**src/rtl/c_seq_pkg.sv**
```systemverilog
// Shared constants, FSM state type and Gold-sequence LFSR taps
// for the offset-capable NR pseudo-random sequence generator.
package c_seq_pkg;

  localparam int NC = 1600;
  localparam logic [30:0] X1_INIT = 31'h1;

  typedef enum logic [1:0] {
    IDLE,
    COARSE,
    FINE,
    RUN
  } state_t;

  // Bit i of a state holds x(n+i); the feedback is x(n+31).
  function automatic logic x1_fb(input logic [30:0] s);
    return s[3] ^ s[0];
  endfunction

  function automatic logic x2_fb(input logic [30:0] s);
    return s[3] ^ s[2] ^ s[1] ^ s[0];
  endfunction

  function automatic logic [30:0] x1_step(input logic [30:0] s);
    return {x1_fb(s), s[30:1]};
  endfunction

  function automatic logic [30:0] x2_step(input logic [30:0] s);
    return {x2_fb(s), s[30:1]};
  endfunction

endpackage

```
**src/rtl/gold_lfsr_jump.sv**
```systemverilog
// Combinational STEP-bit advance of one 31-bit Gold LFSR,
// unrolled at elaboration (POLY_SEL 0 = x1, 1 = x2).
module gold_lfsr_jump
  import c_seq_pkg::*;
#(
  parameter int STEP     = 1,
  parameter int POLY_SEL = 0
) (
  input  logic [30:0] i_state,
  output logic [30:0] o_state
);

  always_comb begin
    o_state = i_state;
    for (int k = 0; k < STEP; k++) begin
      if (POLY_SEL == 0) o_state = x1_step(o_state);
      else               o_state = x2_step(o_state);
    end
  end

endmodule

```
**src/rtl/c_seq_gen_ff.sv**
```systemverilog
// NR Gold sequence generator: fast-forwards past Nc + offset,
// then streams nGenBit-wide words under valid/ready.
module c_seq_gen_ff
  import c_seq_pkg::*;
#(
  parameter int nGenBit  = 8,
  parameter int nSkipBit = 64,
  parameter int OFFSET_W = 16,
  parameter int LEN_W    = 12
) (
  input  logic                clk,
  input  logic                rst,
  input  logic                i_load,
  input  logic [30:0]         i_init,
  input  logic [OFFSET_W-1:0] i_offset,
  input  logic [LEN_W-1:0]    i_len,
  input  logic                i_ready,
  output logic [nGenBit-1:0]  o_seq_bit,
  output logic                o_valid,
  output logic                o_busy,
  output logic                o_done
);

  localparam int REM_W =
    ((OFFSET_W > 16) ? OFFSET_W : 16) + 1;
  localparam logic [REM_W-1:0] SKIP = REM_W'(nSkipBit);

  state_t             r_state, w_state;
  logic [30:0]        r_x1, r_x2, w_x1, w_x2;
  logic [REM_W-1:0]   r_rem, w_rem, w_rem_sub;
  logic [LEN_W-1:0]   r_words, w_words;
  logic               r_bounded, w_bounded;
  logic               r_done, w_done;
  logic               w_last;
  logic [30:0]        w_x1_skip, w_x2_skip;
  logic [30:0]        w_x1_gen, w_x2_gen;
  logic [30:0]        w_x1_one, w_x2_one;
  logic [nGenBit-1:0] w_word;

  gold_lfsr_jump #(.STEP(nSkipBit), .POLY_SEL(0)) u_x1_skip (
    .i_state(r_x1), .o_state(w_x1_skip));
  gold_lfsr_jump #(.STEP(nSkipBit), .POLY_SEL(1)) u_x2_skip (
    .i_state(r_x2), .o_state(w_x2_skip));
  gold_lfsr_jump #(.STEP(nGenBit), .POLY_SEL(0)) u_x1_gen (
    .i_state(r_x1), .o_state(w_x1_gen));
  gold_lfsr_jump #(.STEP(nGenBit), .POLY_SEL(1)) u_x2_gen (
    .i_state(r_x2), .o_state(w_x2_gen));
  gold_lfsr_jump #(.STEP(1), .POLY_SEL(0)) u_x1_one (
    .i_state(r_x1), .o_state(w_x1_one));
  gold_lfsr_jump #(.STEP(1), .POLY_SEL(1)) u_x2_one (
    .i_state(r_x2), .o_state(w_x2_one));

  assign w_rem_sub = r_rem - SKIP;
  assign w_last    = r_bounded && (r_words == LEN_W'(1));

  always_comb begin
    w_state   = r_state;
    w_x1      = r_x1;
    w_x2      = r_x2;
    w_rem     = r_rem;
    w_words   = r_words;
    w_bounded = r_bounded;
    w_done    = 1'b0;
    if (i_load) begin
      w_state   = COARSE;
      w_x1      = X1_INIT;
      w_x2      = i_init;
      w_rem     = REM_W'(NC) + REM_W'(i_offset);
      w_words   = i_len;
      w_bounded = |i_len;
    end else begin
      unique case (r_state)
        IDLE: ;
        COARSE: begin
          // Leave for FINE on the last coarse step to save a cycle.
          if (r_rem >= SKIP) begin
            w_x1  = w_x1_skip;
            w_x2  = w_x2_skip;
            w_rem = w_rem_sub;
            if (w_rem_sub < SKIP) w_state = FINE;
          end else begin
            w_state = FINE;
          end
        end
        FINE: begin
          if (r_rem != '0) begin
            w_x1  = w_x1_one;
            w_x2  = w_x2_one;
            w_rem = r_rem - REM_W'(1);
          end else begin
            w_state = RUN;
          end
        end
        RUN: begin
          if (i_ready) begin
            w_x1 = w_x1_gen;
            w_x2 = w_x2_gen;
            if (r_bounded) w_words = r_words - LEN_W'(1);
            if (w_last) begin
              w_state = IDLE;
              w_done  = 1'b1;
            end
          end
        end
        default: w_state = IDLE;
      endcase
    end
  end

  always_ff @(posedge clk) begin
    if (rst) begin
      r_state   <= IDLE;
      r_x1      <= '0;
      r_x2      <= '0;
      r_rem     <= '0;
      r_words   <= '0;
      r_bounded <= 1'b0;
      r_done    <= 1'b0;
    end else begin
      r_state   <= w_state;
      r_x1      <= w_x1;
      r_x2      <= w_x2;
      r_rem     <= w_rem;
      r_words   <= w_words;
      r_bounded <= w_bounded;
      r_done    <= w_done;
    end
  end

  // Word bit k is c(n+k); bit 31 needs the next feedback bit.
  for (genvar k = 0; k < nGenBit; k++) begin : g_word
    if (k == 31) begin : g_fb
      assign w_word[nGenBit-1-k] = x1_fb(r_x1) ^ x2_fb(r_x2);
    end else begin : g_st
      assign w_word[nGenBit-1-k] = r_x1[k] ^ r_x2[k];
    end
  end

  assign o_valid   = (r_state == RUN);
  assign o_busy    = (r_state != IDLE);
  assign o_done    = r_done;
  assign o_seq_bit = o_valid ? w_word : '0;

endmodule

```
**config.mk**
```make
export PLATFORM = sky130hd
export DESIGN_NAME = c_seq_gen_ff
export DESIGN_NICKNAME = d
export VERILOG_FILES = /design/src/rtl/c_seq_pkg.sv /design/src/rtl/gold_lfsr_jump.sv /design/src/rtl/c_seq_gen_ff.sv
export SDC_FILE = /design/constraint.sdc
export NUM_CORES = 1
export LEC_CHECK = 0
export ABC_AREA = 1
export BUFFER_PORTS_ARGS = -buffer_cell sky130_fd_sc_hd__buf_2
export CELL_PAD_IN_SITES_DETAIL_PLACEMENT = 1
export CELL_PAD_IN_SITES_GLOBAL_PLACEMENT = 1
export CORE_ASPECT_RATIO = 1.2
export CORE_MARGIN = 2
export CORE_UTILIZATION = 46
export CTS_CLUSTER_DIAMETER = 30
export CTS_CLUSTER_SIZE = 10
export DETAILED_ROUTE_END_ITERATION = 10
export MAX_ROUTING_LAYER = met4
export PLACE_DENSITY_LB_ADDON = 0.12
export RECOVER_POWER = 25
export SYNTH_ARGS = -nofsm -noshare
export SYNTH_HDL_FRONTEND = slang
export SYNTH_SLANG_ARGS = --single-unit
```
**constraint.sdc**
```tcl
create_clock -name clk -period 5.6 [get_ports clk]
set_input_delay 0.56 -clock clk [delete_from_list [all_inputs] [get_ports clk]]
set_output_delay 0.56 -clock clk [all_outputs]
set_load 0.01 [all_outputs]
```
==> results of run 1 <==
[flip-flops by register name, indices dropped and copies added (netlist names)]
name / cells
r_words: 12
r_x2: 31
r_state: 2
r_x1: 31
r_bounded: 1
r_rem: 17
o_done: 1
[critical path: stages (launching register included)]
cell and delay [ns]:
dfxtp_1 0.39, ha_1 0.26, clkbuf_1 1.32, clkinv_1 0.22, buf_4 0.34, a21oi_1 0.18, inv_1 0.07, nand2_1 0.53
inv_2 0.49, o21ai_0 0.30, a21oi_1 0.07
[cell type report]
cell class / count / area [um^2]
Fill cell: 2338 / 8237
Multi-Input combinational cell: 927 / 5151
Sequential cell: 95 / 1902
Inverter: 138 / 518.0
Timing Repair Buffer: 84 / 416.7
Tap cell: 216 / 270.3
Clock buffer: 10 / 239.0
Clock inverter: 6 / 52.55
[cell usage after synthesis (3+ instances only)]
| cell | count | area (um^2) |
|---|---|---|
| xnor2_2 | 3 | 48.80 |
| o21ai_0 | 126 | 630.6 |
| xor2_1 | 80 | 700.7 |
| o211ai_1 | 5 | 37.54 |
| dfxtp_1 | 95 | 1902 |
| o221ai_1 | 8 | 70.07 |
| a22oi_1 | 5 | 37.54 |
| nor3_1 | 8 | 40.04 |
| xnor2_1 | 49 | 429.2 |
| nor2_1 | 68 | 255.2 |
| nor4_1 | 4 | 25.02 |
| clkinv_1 | 4 | 15.01 |
| o31ai_1 | 3 | 22.52 |
| nand2_1 | 269 | 1010 |
| nand2_2 | 4 | 25.02 |
| nand4_1 | 4 | 25.02 |
| inv_2 | 7 | 26.28 |
| buf_6 | 5 | 56.30 |
| o21ai_1 | 4 | 20.02 |
| o22ai_1 | 24 | 150.1 |
| ha_1 | 12 | 150.1 |
| or2_2 | 10 | 62.56 |
| a21oi_1 | 131 | 655.6 |
| nand3_1 | 48 | 240.2 |
| a41oi_1 | 4 | 35.03 |
| inv_1 | 127 | 476.7 |
| a211oi_1 | 15 | 112.6 |
| buf_2 | 13 | 65.06 |
| clkbuf_1 | 38 | 142.6 |
| a221oi_1 | 21 | 183.9 |
| a31oi_1 | 9 | 56.30 |
[worst max-delay path by stage]
| stage | startpoint | end | slack [ns] | cells past startpoint |
|---|---|---|---|---|
| after floorplan | r_rem[6]$_SDFFE_PP0P_ | r_rem[7]$_SDFFE_PP0P_ | 3.51 | 12 |
| after global placement | r_state[0]$_SDFFE_PP0P_ | r_x1[0]$_SDFFE_PP0P_ | 2.22 | 11 |
| after detailed placement | r_state[0]$_SDFFE_PP0P_ | r_x2[11]$_SDFFE_PP0P_ | 2.05 | 11 |
| after CTS | r_state[0]$_SDFFE_PP0P_ | r_x2[26]$_SDFFE_PP0P_ | 2.05 | 11 |
| after global routing | r_state[0]$_SDFFE_PP0P_ | r_x2[30]$_SDFFE_PP0P_ | 0.86 | 10 |
| final | r_state[0]$_SDFFE_PP0P_ | r_x2[11]$_SDFFE_PP0P_ | 1.28 | 10 |
[metrics by stage]
step	area (um^2)	setup WS [ns]	hold WS [ns]	total power, W
6_report	8549	1.283	0.4720	0.006318
5_1_grt	8549	0.8554	0.4899	0.007027
4_1_cts	8581	2.047	0.4658	0.006347
3_5_place_dp	8289	2.048	0.4633	0.005660
3_3_place_gp	8289	2.223	0.4558	0.005496
2_1_floorplan	7855	3.513	0.4434	0.004720
[layout by cell type (no fill, tap or decap), types with 5 or more instances in the layout]
cell	n
o21ai_0	126
a221oi_1	21
dfxtp_1	95
ha_1	12
clkbuf_16	9
xor2_1	80
a21oi_1	131
nand2_1	269
inv_1	127
inv_2	7
nand3_1	48
xnor2_1	49
o221ai_1	8
a22oi_1	5
buf_4	6
nor2_1	67
o22ai_1	24
clkbuf_1	15
a31oi_1	9
or2_2	10
buf_2	63
a211oi_1	15
o211ai_1	5
nor3_1	8
[power groups by stage]
stage | registers [W] | clock network (W) | logic (W)
6_report | 0.00108 | 0.000639 | 0.00459
3_5_place_dp | 0.00109 | 0 | 0.00457
2_1_floorplan | 0.000971 | 0 | 0.00375
4_1_cts | 0.00108 | 0.000650 | 0.00462
5_1_grt | 0.00111 | 0.000682 | 0.00524
3_3_place_gp | 0.00109 | 0 | 0.00441
[metal layers]
metal	part of all wire	track usage	up-vias
li1	-	-	4140
met1	0.43	0.3482	4050
met2	0.51	0.5126	169
met3	0.031	0.02523	43
met4	0.022	0.1119	0
met5	0	-	-
[cells by family (layout without fill, tap and decap cells)]
kind of cell | Yosys count | after routing | synth area share
AND/OR/NAND/NOR | 422 | 422 | 0.2224
AO/OA/AOI/OAI | 360 | 360 | 0.2612
buffers and inverters | 199 | 238 | 0.1031
XOR/XNOR | 133 | 133 | 0.1521
flip-flops | 95 | 95 | 0.2421
adder cells (fa/ha/maj) | 12 | 12 | 0.01911
==> reports/qor.csv, run 1 <==
metric,value,unit
status,"finished, violations left",
failing checks,"capacitance limit, slew limit",
"Seq/Total Area, Yosys",0.2421,
first-pass GRT wire length,41710,um
worst r2r path cells,10,
largest net degree at the start of global routing,63,
WP data required,5.82,ns
mean post-synth cell area,6.433,um^2
Netlist cell types,45,
Root Driver,clkbuf_16,
Logic pwr share,0.727,
# resized after CTS,0,
TritonCTS clock tree,yes,
Max Cap Violations,2,
CTS Hold Bufs,0,
syn_nets,1296,
# rows,52,
Setup crit end kind,register,
Core ar.,16790,um^2
Avg WL per Cell,17.19,um
Post-synth EDFFs,0,
Switching Share,0.5452,
Die Span Y,147.2,um
# DRC,0,
Clock Skews,0.008514,ns
clk_lat worst skew,0.36,ns
number of buffers added on ports,73,
setup bufs post-CTS,0,
Post-synth ARST share,0,
PD cells,739.0,nW/um^2
Final Cycle Share,0.7708,
clock slew at reported path FFs,0.07,ns
initial antenna violation count,0,
Final Hold Viols,0,
GR Util All Layers,0.2948,
kind of critical path,reg -> reg,
Area Growth Syn to Fin,8.840,%
IO Pins,74,
RSZ-0062 raised after global routing,false,
Post-Route Utilization,0.5093,
P_leak,3.792,nW
CTS Buffer Depth,2,
hold path cells,2,
Tmin final,4.317,ns
crit path max fanout,44,
share of cells above drive strength 1,0.09286,
post-placement cell count,1460,
vias after detailed routing,8402,
fin. max-slew vios,101,
Non-Filler Instances,1476,
n_diodes,0,
Detailed Place HPWL,18400,um
initial DRC count,460,
gpl congestion,0.8898,
Via density,5.692,
Worst Min Path Start,r_words[9]$_SDFFE_PP0P_,
Final Setup Violations,0,
"flops & latches, synth",95,
Worst setup SP type,register,
Die Wd,123.3,um
Post-Syn Area,7855,um^2
CP arrival,4.54,ns
VDD IR max,291.3,uV
FF-to-FF Start,r_state[0]$_SDFFE_PP0P_,
Mapped Cells,1221,
Slew Limit Headroom,-0.9228,
Pre-antenna DRT Iters,5,
DIE AREA,18140,um^2
Nets,1330,
r2r setup slk,1.28,ns
Worst Hold End,r_words[9]$_SDFFE_PP0P_,
TNS Setup,0,ns
H-tree levels,3,
Initial Util,0.4679,
Clock Power Share,0.101,
HP Class,reg -> reg,
top_reg_cell synth,dfxtp_1,
GR Overflow Total,0,
switching component of the power,0.003445,W
worst reg2reg path endpoint,r_x2[11]$_SDFFE_PP0P_,
Num CTS Buffers,9,
internal power,0.002873,W
total routed wirelength,25370,um
synth warn,0,
clock sink total,95,
sequential power share,0.172,
Worst Tran Pin Value,2.884,ns
FMAX,0.2317,GHz
vias in the first global route,8535,
Final ANT Viol Nets,0,
No activity file was read; power rests on OpenSTA's default activity.
==> inputs of run 2 (changes only) <==
CORE_UTILIZATION = 43   (was 46)
clock period = 4.4 ns   (was 5.6 ns; I/O delays follow)
==> reports/qor.csv, run 2 (synthesis results as in run 1) <==
metric,value,unit,change
gpl congestion,0.8881,,-0.19%
Final Power,0.008223,W,+30%
Initial Util,0.4354,,-0.03252
"Top cell by count, worst path",clkbuf_1,,
Final Hold Viols,0,,unchanged
critical path cell sequence,clkbuf_1 > clkbuf_1 > nor2_1 > clkbuf_1 > inv_1 > a211oi_1,,
CP arrival,3.84,ns,-0.70 ns
GR Overflow Total,0,,unchanged
Avg WL per Cell,17.33,um,+0.80%
WP data required,4.63,ns,-1.19 ns
clock slew at reported path FFs,0.07,ns,about the same
number of buffers added on ports,73,,unchanged
initial antenna violation count,0,,unchanged
first-pass GRT wire length,42980,um,+3.0%
Num CTS Buffers,9,,unchanged
"commonest cells after routing, fill and taps aside","nand2_1 (269), a21oi_1 (131), inv_1 (128)",,
Worst setup SP type,primary input,,
# rows,54,,+3.8%
RSZ-0062 raised after global routing,false,,
IO Pins,74,,unchanged
largest net degree at the start of global routing,51,,-19%
fin. max-slew vios,37,,-63%
Non-Filler Instances,1485,,+0.61%
Detailed Place HPWL,18660,um,+1.4%
Die Wd,127.4,um,+3.3%
Worst Tran Pin Value,1.736,ns,-1.148 ns
PD cells,953.5,nW/um^2,+29%
Setup crit end kind,register,,
# DRC,0,,unchanged
kind of critical path,in -> reg,,
top flop regs,"r_x1 x31, r_x2 x31, r_rem x17",,
CP max stage delay,1.16,ns,-0.16 ns
Via density,5.641,,-0.90%
failing checks,"capacitance limit, slew limit",,
Filler cells,2474,,+5.8%
vias in the first global route,8644,,+1.3%
vias after detailed routing,8377,,-0.30%
crit path buf inv count,4,,-1
GR Util All Layers,0.2783,,-0.01656
# resized after CTS,0,,unchanged
Final ANT Viol Nets,0,,unchanged
Final Cycle Share,0.8212,,
TritonCTS clock tree,yes,,
initial DRC count,465,,+1.1%
post-placement cell count,1469,,+0.62%
Nets,1331,,+0.075%
clk_lat worst skew,0.36,ns,about the same
Max Cap Violations,2,,unchanged
Pre-antenna DRT Iters,5,,unchanged
dpl ws,0.9094,ns,-1.139 ns
Final Setup Violations,0,,unchanged
share of cells above drive strength 1,0.09278,,about the same
TNS Setup,0,ns,unchanged
VDD IR max,396.6,uV,+36%
Clock Skews,0.01325,ns,+0.004740 ns
Crit-path slowest cell,clkbuf_1,,
setup bufs post-CTS,0,,unchanged
FMAX,0.2768,GHz,
crit path max fanout,34,,-23%
"CP delay by family, top",buffers and inverters,,
Die Span Y,152.1,um,+3.3%
"commonest non-fill, non-tap cell in the layout",nand2_1,,
status,"finished, violations left",,
DIE AREA,19370,um^2,+6.8%
Root Driver,clkbuf_16,,
HP Class,in -> reg,,
clock sink total,95,,unchanged
CTS Hold Bufs,0,,unchanged
P_leak,3.830,nW,+1.0%
Core ar.,18040,um^2,+7.5%
total routed wirelength,25730,um,+1.4%
H-tree levels,3,,unchanged
CTS Buffer Depth,2,,unchanged
Area Growth Syn to Fin,9.780,%,
min setup slack post-route,0.7867,ns,-0.4965 ns
Tmin final,3.613,ns,
n_diodes,0,,unchanged
Slew Limit Headroom,-0.1572,,+0.7656
run 2: changes by cell type in the layout (fill, tap and decap cells not counted), sizes merged:
cell      previous run  this run
inv                137       136
bufinv               0         3
clkinvlp             2         0
buf                 69        70
run 2: final timing paths:
kind	slack, ns	cells past startpoint	endpoint	start
max	0.79	6	r_x1[29]$_SDFFE_PP0P_	i_load
max reg2reg	0.87	9	r_x1[29]$_SDFFE_PP0P_	r_state[1]$_SDFFE_PP0P_
min reg2reg	0.47	2	r_words[6]$_SDFFE_PP0P_	r_words[6]$_SDFFE_PP0P_
min	0.35	3	r_x2[2]$_SDFFE_PP0P_	i_init[2]
run 2: worst register-to-register path, delay by kind of cell (launching register included):
family / cells / cell delay, ns
and+or+nand+nor: 2 / 0.94
buffers and inverters: 2 / 1.23
DFF: 1 / 0.35
adders and majority gates: 1 / 0.27
AOI/OAI and AO/OA: 4 / 0.65
run 2: through the flow:
step / utilization / instance area [um^2] / hold WS, ns
finish: 0.4780 / 8623 / 0.3545
floorplan: - / 7855 / 0.4434
CTS: 0.4796 / 8652 / 0.3537
global route: 0.4780 / 8623 / 0.3725
global placement: 0.4605 / 8307 / 0.4579
detailed placement: 0.4605 / 8307 / 0.4647
run 2: where the power goes:
group	internal [W]	total, W	switching, W
logic	0.00220	0.00591	0.00371
clock network	0.000561	0.000938	0.000377
registers	0.00105	0.00137	0.000324
total	0.00381	0.00822	0.00441
run 2: area by class of cell:
type,instances,area (um^2),area share
well taps,224,280.3,0.03250
inverters,138,518.0,0.06007
clock inverters,6,116.4,0.01349
repair buffers,85,426.7,0.04948
multi-input cells,927,5151,0.5974
clock buffers,10,229.0,0.02655
flip-flops and latches,95,1902,0.2205
run 2: routing by layer:
layer  share of wire  GRT usage  vias up
met4           0.025    0.09419        0
met5               0          -        -
met3           0.022    0.02324       41
li1                -          -     4147
met2            0.51     0.4882      124
met1            0.44     0.3331     4065
